==> src/rtl/axi_defs.sv <==
`default_nettype none
// ============================================================================
//  Module   : axi_defs (package)
//  Purpose  : Shared AXI encodings and width constants for the instruction
//             fetch front end.
//  Contents : burst / response / protection encodings, channel field widths,
//             helper to derive ARSIZE from a byte count.
//  Revision : 1.0  initial release
// ============================================================================
package axi_defs;

  localparam int AXI_LEN_W   = 8;
  localparam int AXI_SIZE_W  = 3;
  localparam int AXI_BURST_W = 2;
  localparam int AXI_RESP_W  = 2;
  localparam int AXI_PROT_W  = 3;

  localparam logic [AXI_BURST_W-1:0] BURST_INCR = 2'b01;
  localparam logic [AXI_PROT_W-1:0]  PROT_INST  = 3'b100;
  localparam logic [AXI_LEN_W-1:0]   LEN_SINGLE = 8'd0;

  typedef enum logic [AXI_RESP_W-1:0] {
    RESP_OKAY   = 2'b00,
    RESP_EXOKAY = 2'b01,
    RESP_SLVERR = 2'b10,
    RESP_DECERR = 2'b11
  } axi_resp_e;

  // ARSIZE encoding for a transfer of 'bytes' bytes (log2).
  function automatic logic [AXI_SIZE_W-1:0] axi_size(input int bytes);
    logic [AXI_SIZE_W-1:0] s;
    s = '0;
    for (int i = 0; i < 8; i++) begin
      if ((1 << i) == bytes) s = AXI_SIZE_W'(i);
    end
    return s;
  endfunction

endpackage : axi_defs
`default_nettype wire

==> src/rtl/ifu_inst_fifo.sv <==
`default_nettype none
// ============================================================================
//  Module   : ifu_inst_fifo
//  Purpose  : Synchronous FIFO holding fetched instruction entries.
//  Ports    : clk, rst      - clock, asynchronous active-high reset
//             push, din     - write an entry
//             pop           - remove the head entry
//             flush         - discard all entries (wins over push/pop)
//             dout          - head entry (driven from storage registers)
//             full, empty   - registered status flags
//             count         - registered occupancy
//  Revision : 1.0  initial release
// ============================================================================
module ifu_inst_fifo #(
  parameter int WIDTH = 8,
  parameter int DEPTH = 4
) (
  input  logic                       clk,
  input  logic                       rst,
  input  logic                       push,
  input  logic [WIDTH-1:0]           din,
  input  logic                       pop,
  input  logic                       flush,
  output logic [WIDTH-1:0]           dout,
  output logic                       full,
  output logic                       empty,
  output logic [$clog2(DEPTH+1)-1:0] count
);

  localparam int PTR_W = $clog2(DEPTH);
  localparam int CNT_W = $clog2(DEPTH + 1);

  logic [WIDTH-1:0] mem [DEPTH];
  logic [PTR_W-1:0] wr_ptr;
  logic [PTR_W-1:0] rd_ptr;
  logic             do_push;
  logic             do_pop;
  logic [CNT_W-1:0] count_nxt;

  always_comb begin
    do_pop    = pop && !empty;
    // A full FIFO may still take a write when the head leaves in the same cycle.
    do_push   = push && (!full || do_pop);
    count_nxt = count + CNT_W'(do_push) - CNT_W'(do_pop);
  end

  always_ff @(posedge clk or posedge rst) begin
    if (rst) begin
      wr_ptr <= '0;
      rd_ptr <= '0;
      count  <= '0;
      full   <= 1'b0;
      empty  <= 1'b1;
    end else if (flush) begin
      wr_ptr <= '0;
      rd_ptr <= '0;
      count  <= '0;
      full   <= 1'b0;
      empty  <= 1'b1;
    end else begin
      if (do_push) wr_ptr <= wr_ptr + PTR_W'(1);
      if (do_pop)  rd_ptr <= rd_ptr + PTR_W'(1);
      count <= count_nxt;
      full  <= (count_nxt == CNT_W'(DEPTH));
      empty <= (count_nxt == '0);
    end
  end

  // Storage needs no reset: it is only observed behind the empty flag.
  always_ff @(posedge clk) begin
    if (do_push && !flush) mem[wr_ptr] <= din;
  end

  assign dout = mem[rd_ptr];

endmodule : ifu_inst_fifo
`default_nettype wire

==> src/rtl/ifu_prefetch.sv <==
`default_nettype none
// ============================================================================
//  Module   : ifu_prefetch
//  Purpose  : Instruction prefetcher. Issues single-beat AXI reads with up to
//             MAX_OUTST in flight and queues returned instructions for decode.
//             Supports PC redirect with flush and discard of stale responses.
//  Ports    : clk, rst                 - clock, asynchronous active-high reset
//             enable                   - permit new AR issue
//             redirect_valid/_pc       - one-cycle PC redirect
//             axi_mst_ar*              - AXI read address channel (master)
//             axi_mst_r*               - AXI read data channel (master)
//             inst_valid/ready         - decode handshake
//             inst_pc, inst, inst_err  - head entry
//  Revision : 1.0  initial release
// ============================================================================
module ifu_prefetch
  import axi_defs::*;
#(
  parameter int                ADDR_W    = 32,
  parameter int                DATA_W    = 32,
  parameter int                ID_W      = 4,
  parameter int                ARID_VAL  = 0,
  parameter int                QDEPTH    = 4,
  parameter int                MAX_OUTST = 2,
  parameter logic [ADDR_W-1:0] RESET_PC  = 32'h8000_0000
) (
  input  logic                   clk,
  input  logic                   rst,
  input  logic                   enable,
  input  logic                   redirect_valid,
  input  logic [ADDR_W-1:0]      redirect_pc,
  output logic                   axi_mst_arvalid,
  input  logic                   axi_mst_arready,
  output logic [ID_W-1:0]        axi_mst_arid,
  output logic [ADDR_W-1:0]      axi_mst_araddr,
  output logic [AXI_LEN_W-1:0]   axi_mst_arlen,
  output logic [AXI_SIZE_W-1:0]  axi_mst_arsize,
  output logic [AXI_BURST_W-1:0] axi_mst_arburst,
  output logic [AXI_PROT_W-1:0]  axi_mst_arprot,
  input  logic                   axi_mst_rvalid,
  output logic                   axi_mst_rready,
  input  logic [DATA_W-1:0]      axi_mst_rdata,
  input  logic [AXI_RESP_W-1:0]  axi_mst_rresp,
  input  logic                   axi_mst_rlast,
  output logic                   inst_valid,
  input  logic                   inst_ready,
  output logic [ADDR_W-1:0]      inst_pc,
  output logic [DATA_W-1:0]      inst,
  output logic                   inst_err
);

  localparam int CNT_W = $clog2(QDEPTH + 1);
  localparam int SUM_W = CNT_W + 2;
  localparam int ENT_W = ADDR_W + DATA_W + 1;
  localparam logic [ADDR_W-1:0] PC_INC = ADDR_W'(DATA_W / 8);

  logic              arvalid_q;
  logic [ADDR_W-1:0] araddr_q;
  logic [ADDR_W-1:0] fetch_pc;
  logic [ADDR_W-1:0] fetch_pc_nxt;
  logic [ADDR_W-1:0] ret_pc;
  logic [CNT_W-1:0]  outst;
  logic [CNT_W-1:0]  outst_nxt;
  logic [CNT_W-1:0]  drop;
  logic [CNT_W-1:0]  drop_nxt;
  logic              stale;
  logic              rready_q;
  logic              ar_hs;
  logic              r_hs;
  logic              keep;
  logic              issue;
  logic [SUM_W-1:0]  reserved;
  logic [CNT_W-1:0]  qcount;
  logic              q_full;
  logic              q_empty;
  logic [ENT_W-1:0]  q_din;
  logic [ENT_W-1:0]  q_dout;

  always_comb begin
    ar_hs = arvalid_q && axi_mst_arready;
    r_hs  = axi_mst_rvalid && rready_q;
    // Beats still owed to a pre-redirect stream, or arriving in the redirect
    // cycle itself, never reach the queue.
    keep  = r_hs && (drop == '0) && !redirect_valid;

    outst_nxt = outst + CNT_W'(ar_hs) - CNT_W'(r_hs);

    if (redirect_valid) begin
      // Everything still outstanding after this cycle belongs to the old path.
      drop_nxt = outst_nxt;
    end else begin
      drop_nxt = drop - CNT_W'(r_hs && (drop != '0)) + CNT_W'(ar_hs && stale);
    end

    // A stale AR finishing its handshake does not consume a fetch address
    // on the new path.
    if (redirect_valid)       fetch_pc_nxt = redirect_pc;
    else if (ar_hs && !stale) fetch_pc_nxt = fetch_pc + PC_INC;
    else                      fetch_pc_nxt = fetch_pc;

    // Slots already promised: live reads in flight, the AR completing now,
    // and queued entries. Using pre-update counts keeps this conservative.
    reserved = SUM_W'(outst - drop) + SUM_W'(ar_hs) + SUM_W'(qcount);

    issue = enable && (!arvalid_q || axi_mst_arready)
            && (reserved < SUM_W'(QDEPTH))
            && ((SUM_W'(outst) + SUM_W'(ar_hs)) < SUM_W'(MAX_OUTST));
  end

  always_ff @(posedge clk or posedge rst) begin
    if (rst) begin
      arvalid_q <= 1'b0;
      araddr_q  <= RESET_PC;
      fetch_pc  <= RESET_PC;
      ret_pc    <= RESET_PC;
      outst     <= '0;
      drop      <= '0;
      stale     <= 1'b0;
      rready_q  <= 1'b0;
    end else begin
      rready_q <= 1'b1;
      fetch_pc <= fetch_pc_nxt;
      outst    <= outst_nxt;
      drop     <= drop_nxt;

      if (issue) begin
        arvalid_q <= 1'b1;
        araddr_q  <= fetch_pc_nxt;
      end else if (ar_hs) begin
        arvalid_q <= 1'b0;
      end

      // An AR caught mid-handshake by a redirect must still complete; mark it
      // so its beat is counted into drop once accepted.
      if (redirect_valid && arvalid_q && !axi_mst_arready) stale <= 1'b1;
      else if (ar_hs)                                      stale <= 1'b0;

      if (redirect_valid) ret_pc <= redirect_pc;
      else if (keep)      ret_pc <= ret_pc + PC_INC;
    end
  end

  assign q_din = {ret_pc, axi_mst_rdata, axi_mst_rresp[1]};

  ifu_inst_fifo #(
    .WIDTH (ENT_W),
    .DEPTH (QDEPTH)
  ) u_fifo (
    .clk   (clk),
    .rst   (rst),
    .push  (keep),
    .din   (q_din),
    .pop   (inst_valid && inst_ready),
    .flush (redirect_valid),
    .dout  (q_dout),
    .full  (q_full),
    .empty (q_empty),
    .count (qcount)
  );

  assign inst_valid = !q_empty;
  assign inst_pc    = q_dout[ENT_W-1 -: ADDR_W];
  assign inst       = q_dout[DATA_W:1];
  assign inst_err   = q_dout[0];

  assign axi_mst_arvalid = arvalid_q;
  assign axi_mst_araddr  = araddr_q;
  assign axi_mst_arid    = ID_W'(ARID_VAL);
  assign axi_mst_arlen   = LEN_SINGLE;
  assign axi_mst_arsize  = axi_size(DATA_W / 8);
  assign axi_mst_arburst = BURST_INCR;
  assign axi_mst_arprot  = PROT_INST;
  assign axi_mst_rready  = rready_q;

  // rlast is implied by single-beat reads; only rresp[1] marks a fault.
  logic unused_sigs;
  assign unused_sigs = &{1'b0, axi_mst_rlast, axi_mst_rresp[0], q_full};

endmodule : ifu_prefetch
`default_nettype wire
==> config.mk <==
export PLATFORM = sky130hd
export DESIGN_NAME = ifu_prefetch
export DESIGN_NICKNAME = d
export VERILOG_FILES = /design/src/rtl/axi_defs.sv /design/src/rtl/ifu_inst_fifo.sv /design/src/rtl/ifu_prefetch.sv
export SDC_FILE = /design/constraint.sdc
export NUM_CORES = 1
export LEC_CHECK = 0
export ABC_AREA = 1
export BUFFER_PORTS_ARGS = -buffer_cell sky130_fd_sc_hd__buf_4
export CORE_UTILIZATION = 55
export CTS_CLUSTER_SIZE = 8
export DETAILED_ROUTE_END_ITERATION = 7
export PLACE_DENSITY = 0.85
export SYNTH_ARGS = -nofsm -noshare
export SYNTH_HDL_FRONTEND = slang
export SYNTH_SLANG_ARGS = --single-unit
==> constraint.sdc <==
create_clock -name clk -period 10.38 [get_ports clk]
set_clock_uncertainty 0.15 [all_clocks]
set_input_delay 0.519 -clock clk [delete_from_list [all_inputs] [get_ports clk]]
set_output_delay 0.519 -clock clk [all_outputs]
set_load 0.01 [all_outputs]
---- Word level (Yosys, flattened, before mapping) ----
Memory sizes are Yosys's and may differ from the RTL's.
Cells that the tools add are included.
Widths: inputs -> output; s select.
word-level totals
  output and inout bits ................... 120
  RAM bits ................................ 260
  register bits after elaboration ......... 114
  input port bits ......................... 74
  word-level logic and storage cells ...... 80
  memories kept ........................... 1
operators by class
  add/sub/neg operators ................... 14
  reduce and logical (&&, ||, !) cells .... 32
  equality and inequality tests ........... 1
  mux-type cells .......................... 17
  order comparisons ....................... 2
memories
  name        depth  width  read ports  clocked after Yosys merged registers in  wr ports  line                 source
  u_fifo.mem  4      65     1           0                                        1         ifu_inst_fifo.sv:33  logic [WIDTH-1:0] mem [DEPTH];
operators by type and width
  operator               number
  $mux 32                4
  $add 32x3->32 const B  2
  $logic_and 1x1->1      16
  $reduce_bool 2->1      5
  $add 3x1->3            3
  $sub 3x1->3            3
  $mux 2                 4
  $mux 1                 7
  $logic_not 1->1        6
  $logic_not 3->1        2
  $mux 3                 2
  $add 4x2->5            1
  $add 5x3->5            1
  $lt 5x3->1 const B     1
  $add 2x1->2 const B    2
  $add 3x1->4            1
  $lt 4x2->1 const B     1
  $sub 3x3->4            1
  $eq 3x3->1 const B     1
  $reduce_bool 3->1      1
  $logic_or 1x1->1       2

---- Logic depth before layout (Yosys ltp) ----
Gate-level depths: netlist of run 1.
  word-level depth ........................ 9
  mapped depth ............................ 16
  depth with buffers taken out ............ 14

---- Modules after synthesis ----
A second synthesis of run 1 with hierarchy kept.
unflattened totals
  cell total of the unflattened synthesis .. 1521
  area total of the unflattened synthesis .. 16826.1 um^2
by module, submodules not included
  module         area an instance (um^2)  instances  cells an instance
  ifu_inst_fifo  10707.8                  1          698
  ifu_prefetch   6118.4                   1          823

---- Worst setup path after synthesis of run 1 ----
OpenSTA, ideal clock, no wires.
  path type ............................... flip-flop to flip-flop
  start point ............................. register drop[1]
  end point ............................... memory u_fifo.mem[0][0] (netlist name), enable pin
  period minus slack after synthesis ...... 4617 ps
  data required time ...................... 9742 ps
  path slack .............................. 5763 ps
  arrival ................................. 3978 ps
  cell stages (with the launch flop) ...... 8
  cell sequence ........................... dfrtp_1 nor3_2 nand3_2 nor2_2 inv_2 a21oi_2 inv_1 nor2_1
on the way
  longest elaborated chain between the ends .. 7
RTL lines
  what                             line                 source
  from (decl)                      ifu_prefetch.sv:64   logic [CNT_W-1:0] drop;
  from (signal assigned)           ifu_prefetch.sv:124  drop <= drop_nxt;
  $logic_not 3->1                  ifu_prefetch.sv:84   keep = r_hs && (drop == '0) && !redirect_valid;
  $logic_and 1x1->1 (2 in series)  ifu_prefetch.sv:84
  $logic_and 1x1->1                ifu_inst_fifo.sv:43  do_push = push && (!full || do_pop);
  $logic_and 1x1->1                ifu_inst_fifo.sv:71  if (do_push && !flush) mem[wr_ptr] <= din;
  $mux 1                           ifu_inst_fifo.sv:71
  $mux 1 (not written as such)     ifu_inst_fifo.sv:71
  to (decl)                        ifu_inst_fifo.sv:33
Every way passes these cells.

---- Worst setup path in the final report of run 1 ----
  start point ............................. register u_fifo.rd_ptr[0]
  end point ............................... output port inst_pc[10]
on the way
  longest elaborated chain between the ends .. 1
RTL lines
  what                    line                 source
  from (decl)             ifu_inst_fifo.sv:35  logic [PTR_W-1:0] rd_ptr;
  from (signal assigned)  ifu_inst_fifo.sv:62  if (do_pop) rd_ptr <= rd_ptr + PTR_W'(1);
  $mem_v2 4x65            --
  to (decl)               ifu_prefetch.sv:47   output logic [ADDR_W-1:0] inst_pc,
Every way passes these cells.

==> run metrics, run 1 <==
Gate Count Post-Synth 1547; Post-DRT Antenna Nets 0; vias in the first global route 11997; placed wire-length estimate 23050 um; Critical Path AT 3.34 ns; clock buffer count from CTS 52; Final nets 1824; Slew @ Worst Pin 1.001 ns; WL final 39510 um; P_leak 7.886 nW; Clk pin slew, worst setup/hold paths 0.05 ns; TritonCTS clock tree built; most common library cells after synthesis nand2_1 (309), edfxtp_1 (260), nor2_1 (218); Register Area 10670 um^2; CP max FO 101; Avg Cell Area, Syn 10.53 um^2; max-slew violations 0; CP max-delay cell buf_4; Slew HR 33.27%; cell taking the most area after synthesis edfxtp_1; DRC 0; ANT cells 0; startpoint type of the worst setup path flip-flop; IO Port Bufs 171; dpl cells 2047; TNS Setup 0 ns; Worst Hold Class primary input to flip-flop; EDFF count, synth 260; drt pass-1 iters 5; CP delay by family, top buffers and inverters; Top Ports 194; Synth top area share 47.91%; slowest stage delay, CP 0.83 ns; Mapped Area 16300 um^2; Final Hold Fails 0; crit path kind flip-flop to primary output; Non-Filler Instances 2142; first-pass GRT wire length 62510 um; sequential fraction of the synthesis area 65.44%; Post-CTS Setup Bufs 0; outcome completed; Max Cap Violations 0; RSZ-0062 raised after global routing no; Worst Path Buf+Inv 3; routed len/inst 18.45 um; Placeable Area 28940 um^2; Yosys warnings 0; Multi-input gate area 4892 um^2; hold_buf cts 11; initial antenna violation count 0; Crit path depth 5; Remaining Overflow, GRT 0; detailed-route via count 12138; top cells by area, synth edfxtp_1 (48%), dfrtp_1 (17%), nand2_1 (7.1%); kind of end point of the critical path primary output; GPL Wtd Cong 0.9391; number of cells on the worst reg-to-reg path 8; post-CTS resize count 0; Worst EP required 9.71 ns; fmax 249.1 MHz; #FFs+latches synth 374; Skew-Pair Late Insertion Delay 0.56 ns; Vias per Instance 5.667; layout cell share with drive strength beyond 1 15.53%; total clock sinks 374; post-layout min period 4.014 ns; async set-reset flop share out of synthesis 30.48%; Die H 174.1 um; FILL cells 2095; num rows 62; Synth cell types 46; global-route total usage across every layer 26.22%; Final period util 38.67%; WHS Path Cells 1; CTS Root Buffer Type clkbuf_16; htree depth 2; most frequent cell after synthesis nand2_1; cells along the critical path clkinv_2 > buf_4 > o21ai_0 > o22ai_1 > buf_4; Initial Utilization 56.32%; maximum vdd ir drop 162.0 uV; initial drt markers 1411; DIE AREA 30320 um^2; die width 174.1 um; most common cell type on the critical path buf_4; Power Dens Cells 221.4 nW/um^2; Clock Tree Buf Depth 3; Top FF cell, synth edfxtp_1; area grow syn2layout 19.01%; pin count of the biggest net entering global routing 102; final setup vio count 0
## report_power, final
group / leakage, nW / internal [W] / switching, W
Combinational: 3.42 / 0.000360 / 0.000526
Sequential: 3.76 / 0.00174 / 0.000133
Clock: 0.703 / 0.000930 / 0.000608
## layout make-up
type / instances / share of cell area (%)
Timing Repair Buffer: 192 / 7.574
Clock inverter: 2 / 0.2580
Multi-Input combinational cell: 1000 / 25.22
Sequential cell: 374 / 55.02
Clock buffer: 82 / 7.341
Inverter: 108 / 2.110
Tap cell: 384 / 2.477
## worst paths after layout
| check | from | end | slack (ns) |
|---|---|---|---|
| setup reg to reg | drop[1] | u_fifo.mem[0][58] | 6.80 |
| hold / removal | axi_mst_rdata[17] | u_fifo.mem[1][18] | 0.01 |
| max in group asynchronous | rst | axi_mst_araddr[0] | 8.33 |
| hold reg to reg | fetch_pc[0] | fetch_pc[0] | 0.32 |
| setup / recovery | u_fifo.rd_ptr[0] | inst_pc[10] | 6.37 |
| min in group asynchronous | rst | outst[2] | 0.48 |
## kinds of logic after synthesis
group | after synthesis | share of synthesized area [%]
other | 2 | 0.04608
AOI/OAI and AO/OA | 276 | 9.344
and+or+nand+nor | 658 | 16.85
DFF | 374 | 65.44
adders and majority gates | 22 | 1.873
xor gates and xnor gates | 23 | 1.282
buffers and inverters | 192 | 5.159
## stage by stage
step                util [%]  power, W  cell area (um^2)  hold WS [ns]  setup slack, ns
floorplan                  -  0.002414             16370        0.2884            5.763
global placement       61.55  0.002719             17810        0.3073            6.927
detailed placement     61.55  0.002757             17810        0.3114            6.841
CTS                    67.03  0.004304             19390    0.00003425            6.367
global route           67.03  0.004488             19390     0.0002925            6.128
finish                 67.03  0.004294             19390       0.01226            6.366
## flip-flops by register name, summed over array words and instances, names as in the netlist, 2 cells and up
| register | count |
|---|---|
| ret_pc | 32 |
| u_fifo.rd_ptr | 2 |
| outst | 3 |
| u_fifo.wr_ptr | 2 |
| u_fifo.mem | 260 |
| fetch_pc | 32 |
| u_fifo.count | 3 |
| axi_mst_araddr | 32 |
| drop | 3 |
## per-layer routing
layer	global-route usage, %	share of wire, %	wire [um]
met1	34.78	41	16010
met2	44.18	48	19040
met3	4.724	8.7	3439
met4	7.968	2.6	1028
met5	0	0	0
## cells in the final DEF (no fill, tap or decap), drive strengths merged, types with 18 or more instances in the layout
master / instances
a21oi: 24
buf: 181
clkbuf: 82
conb: 21
dfrtp: 110
edfxtp: 260
ha: 18
inv: 107
nand2: 313
nand3: 73
nor2: 228
o21ai: 166
o22ai: 65
## worst reg2reg max path, cell delays in order, from the launching register on
cell and delay [ns]:
dfrtp_1 0.45, nor3_2 0.27, nand3_2 0.21, nor2_2 0.55, inv_2 0.19, a21oi_2 0.24, inv_1 0.22, nor2_4 0.11
buf_4 0.75
No activity file was read; power rests on OpenSTA's default activity.
==> run 2: changes to the inputs <==
==> constraint.sdc (replaced) <==
create_clock -name clk -period 4.1 [get_ports clk]
set_clock_uncertainty 0.15 [all_clocks]
set_input_delay 0.205 -clock clk [delete_from_list [all_inputs] [get_ports clk]]
set_output_delay 0.205 -clock clk [all_outputs]
set_load 0.01 [all_outputs]
==> run metrics, run 2 (synthesized netlist as in run 1, its figures left out) <==
Clock Tree Buf Depth 3; Post-DRT Antenna Nets 0; startpoint type of the worst setup path flip-flop; routed len/inst 18.32 um; DIE AREA 30320 um^2; Initial Utilization 56.32%; Final period util 79.48%; Final nets 1888; initial drt markers 1306; Max Cap Violations 0; outcome completed; GPL Wtd Cong 0.9529; CTS Root Buffer Type clkbuf_16; Clk network pwr share 35.9%; TritonCTS clock tree built; Worst EP required 4.39 ns; Seq pwr share 42.7%; fmax 306.9 MHz; Critical Path AT 3.55 ns; commonest non-fill, non-tap cell in the layout nand2_1; CP max FO 37; drt pass-1 iters 5; global-route total usage across every layer 26.70%; area grow syn2layout 23.60%; Largest Register u_fifo.mem; RSZ-0062 raised after global routing no; num rows 62; layout cell share with drive strength beyond 1 15.16%; Switch Pwr 0.003250 W; Top Ports 194; Slew @ Worst Pin 1.003 ns; switching portion of total power 29.53%; crit path kind flip-flop to flip-flop; worst slack at placement 0.8976 ns; pin count of the biggest net entering global routing 108; WL final 40640 um; IO Port Bufs 171; DRC 0; max-slew violations 0; first-pass GRT wire length 63210 um; die width 174.1 um; post-layout min period 3.259 ns; P_leak 8.194 nW; kind of end point of the critical path flip-flop; clock buffer count from CTS 52; Fin Hold WS 0.01778 ns; final setup vio count 0; Vias per Instance 5.641; final worst slack 0.8414 ns; Remaining Overflow, GRT 0; Clk pin slew, worst setup/hold paths 0.05 ns; Logic pwr share 21.4%; Worst Hold Class primary input to flip-flop; Final Hold Fails 0; P_int 0.007756 W; htree depth 2; Power Dens Cells 546.4 nW/um^2; vias in the first global route 12390; placed wire-length estimate 24110 um; Placeable Area 28940 um^2; maximum vdd ir drop 373.5 uV; total clock sinks 374; Skew-Pair Late Insertion Delay 0.57 ns; initial antenna violation count 0; Post-CTS Setup Bufs 0; max reg flops 260; ANT cells 0; Slew HR 33.13%; most frequent cells in the layout nand2_1 (309), edfxtp_1 (260), nor2_1 (214), buf_4 (180), o21ai_0 (159); detailed-route via count 12511; Die H 174.1 um
## run 2: cell type report
class | instances | area [um^2]
Clock buffer | 94 | 1469
Clock inverter | 2 | 50.05
Fill cell | 1955 | 8792
Inverter | 108 | 409.1
Multi-Input combinational cell | 1000 | 4892
Sequential cell | 374 | 10670
Tap cell | 384 | 480.5
Timing Repair Buffer | 256 | 2172
## run 2: path summary, 6_finish.rpt
path,from,endpoint,slack [ns],cells after the start
max,outst[0],axi_mst_araddr[22],0.84,13
min,axi_mst_rvalid,ret_pc[5],0.02,4
max reg2reg,outst[0],axi_mst_araddr[22],0.84,13
min reg2reg,fetch_pc[1],fetch_pc[1],0.32,2
max in group asynchronous,rst,ret_pc[31],2.59,4
min in group asynchronous,rst,axi_mst_araddr[2],0.29,3
## run 2: what timing repair did
item | CTS | global route
hold endpoints to repair | 308 | 0
hold buffers | 70 | 0
endpoints found under the setup margin | 0 | 0
gates resized for setup | 0 | 0
## run 2: metal layers
layer | track usage (%) | share of wire, % | vias up
li1 | - | - | 5760
met1 | 34.73 | 40 | 6000
met2 | 44.88 | 49 | 648
met3 | 4.309 | 7.9 | 103
met4 | 10.86 | 3.6 | 0
met5 | 0 | 0 | -
## run 2: power by group through the flow
stage	registers (W)	logic (W)	clock network [W]
finish	0.00469	0.00236	0.00396
CTS	0.00469	0.00235	0.00399
detailed placement	0.00474	0.00227	0
global route	0.00473	0.00260	0.00416
floorplan	0.00472	0.00139	0
global placement	0.00473	0.00216	0
## run 2: critical path, stage by stage, from the launching register on
cell,delay [ns]
dfrtp_1,0.38
inv_1,0.09
ha_1,0.14
inv_1,0.05
fa_1,0.37
xor2_1,0.16
ha_1,0.32
or2_0,0.24
o21ai_0,0.27
nor2_2,0.08
nand2_4,0.32
inv_2,0.30
nand2_1,0.17
nand2_1,0.07
## run 2: metrics by stage
stage               area (um^2)  utilization (%)  total power, W  TNS, ns  std cells
floorplan                 16370                -        0.006111  -134.31       1566
global placement          17920            61.94        0.006895        0       2052
detailed placement        17920            61.94        0.007011        0       2052
CTS                       20140            69.61         0.01102        0       2218
global route              20140            69.61         0.01149        0       2218
finish                    20140            69.61         0.01101        0       2218
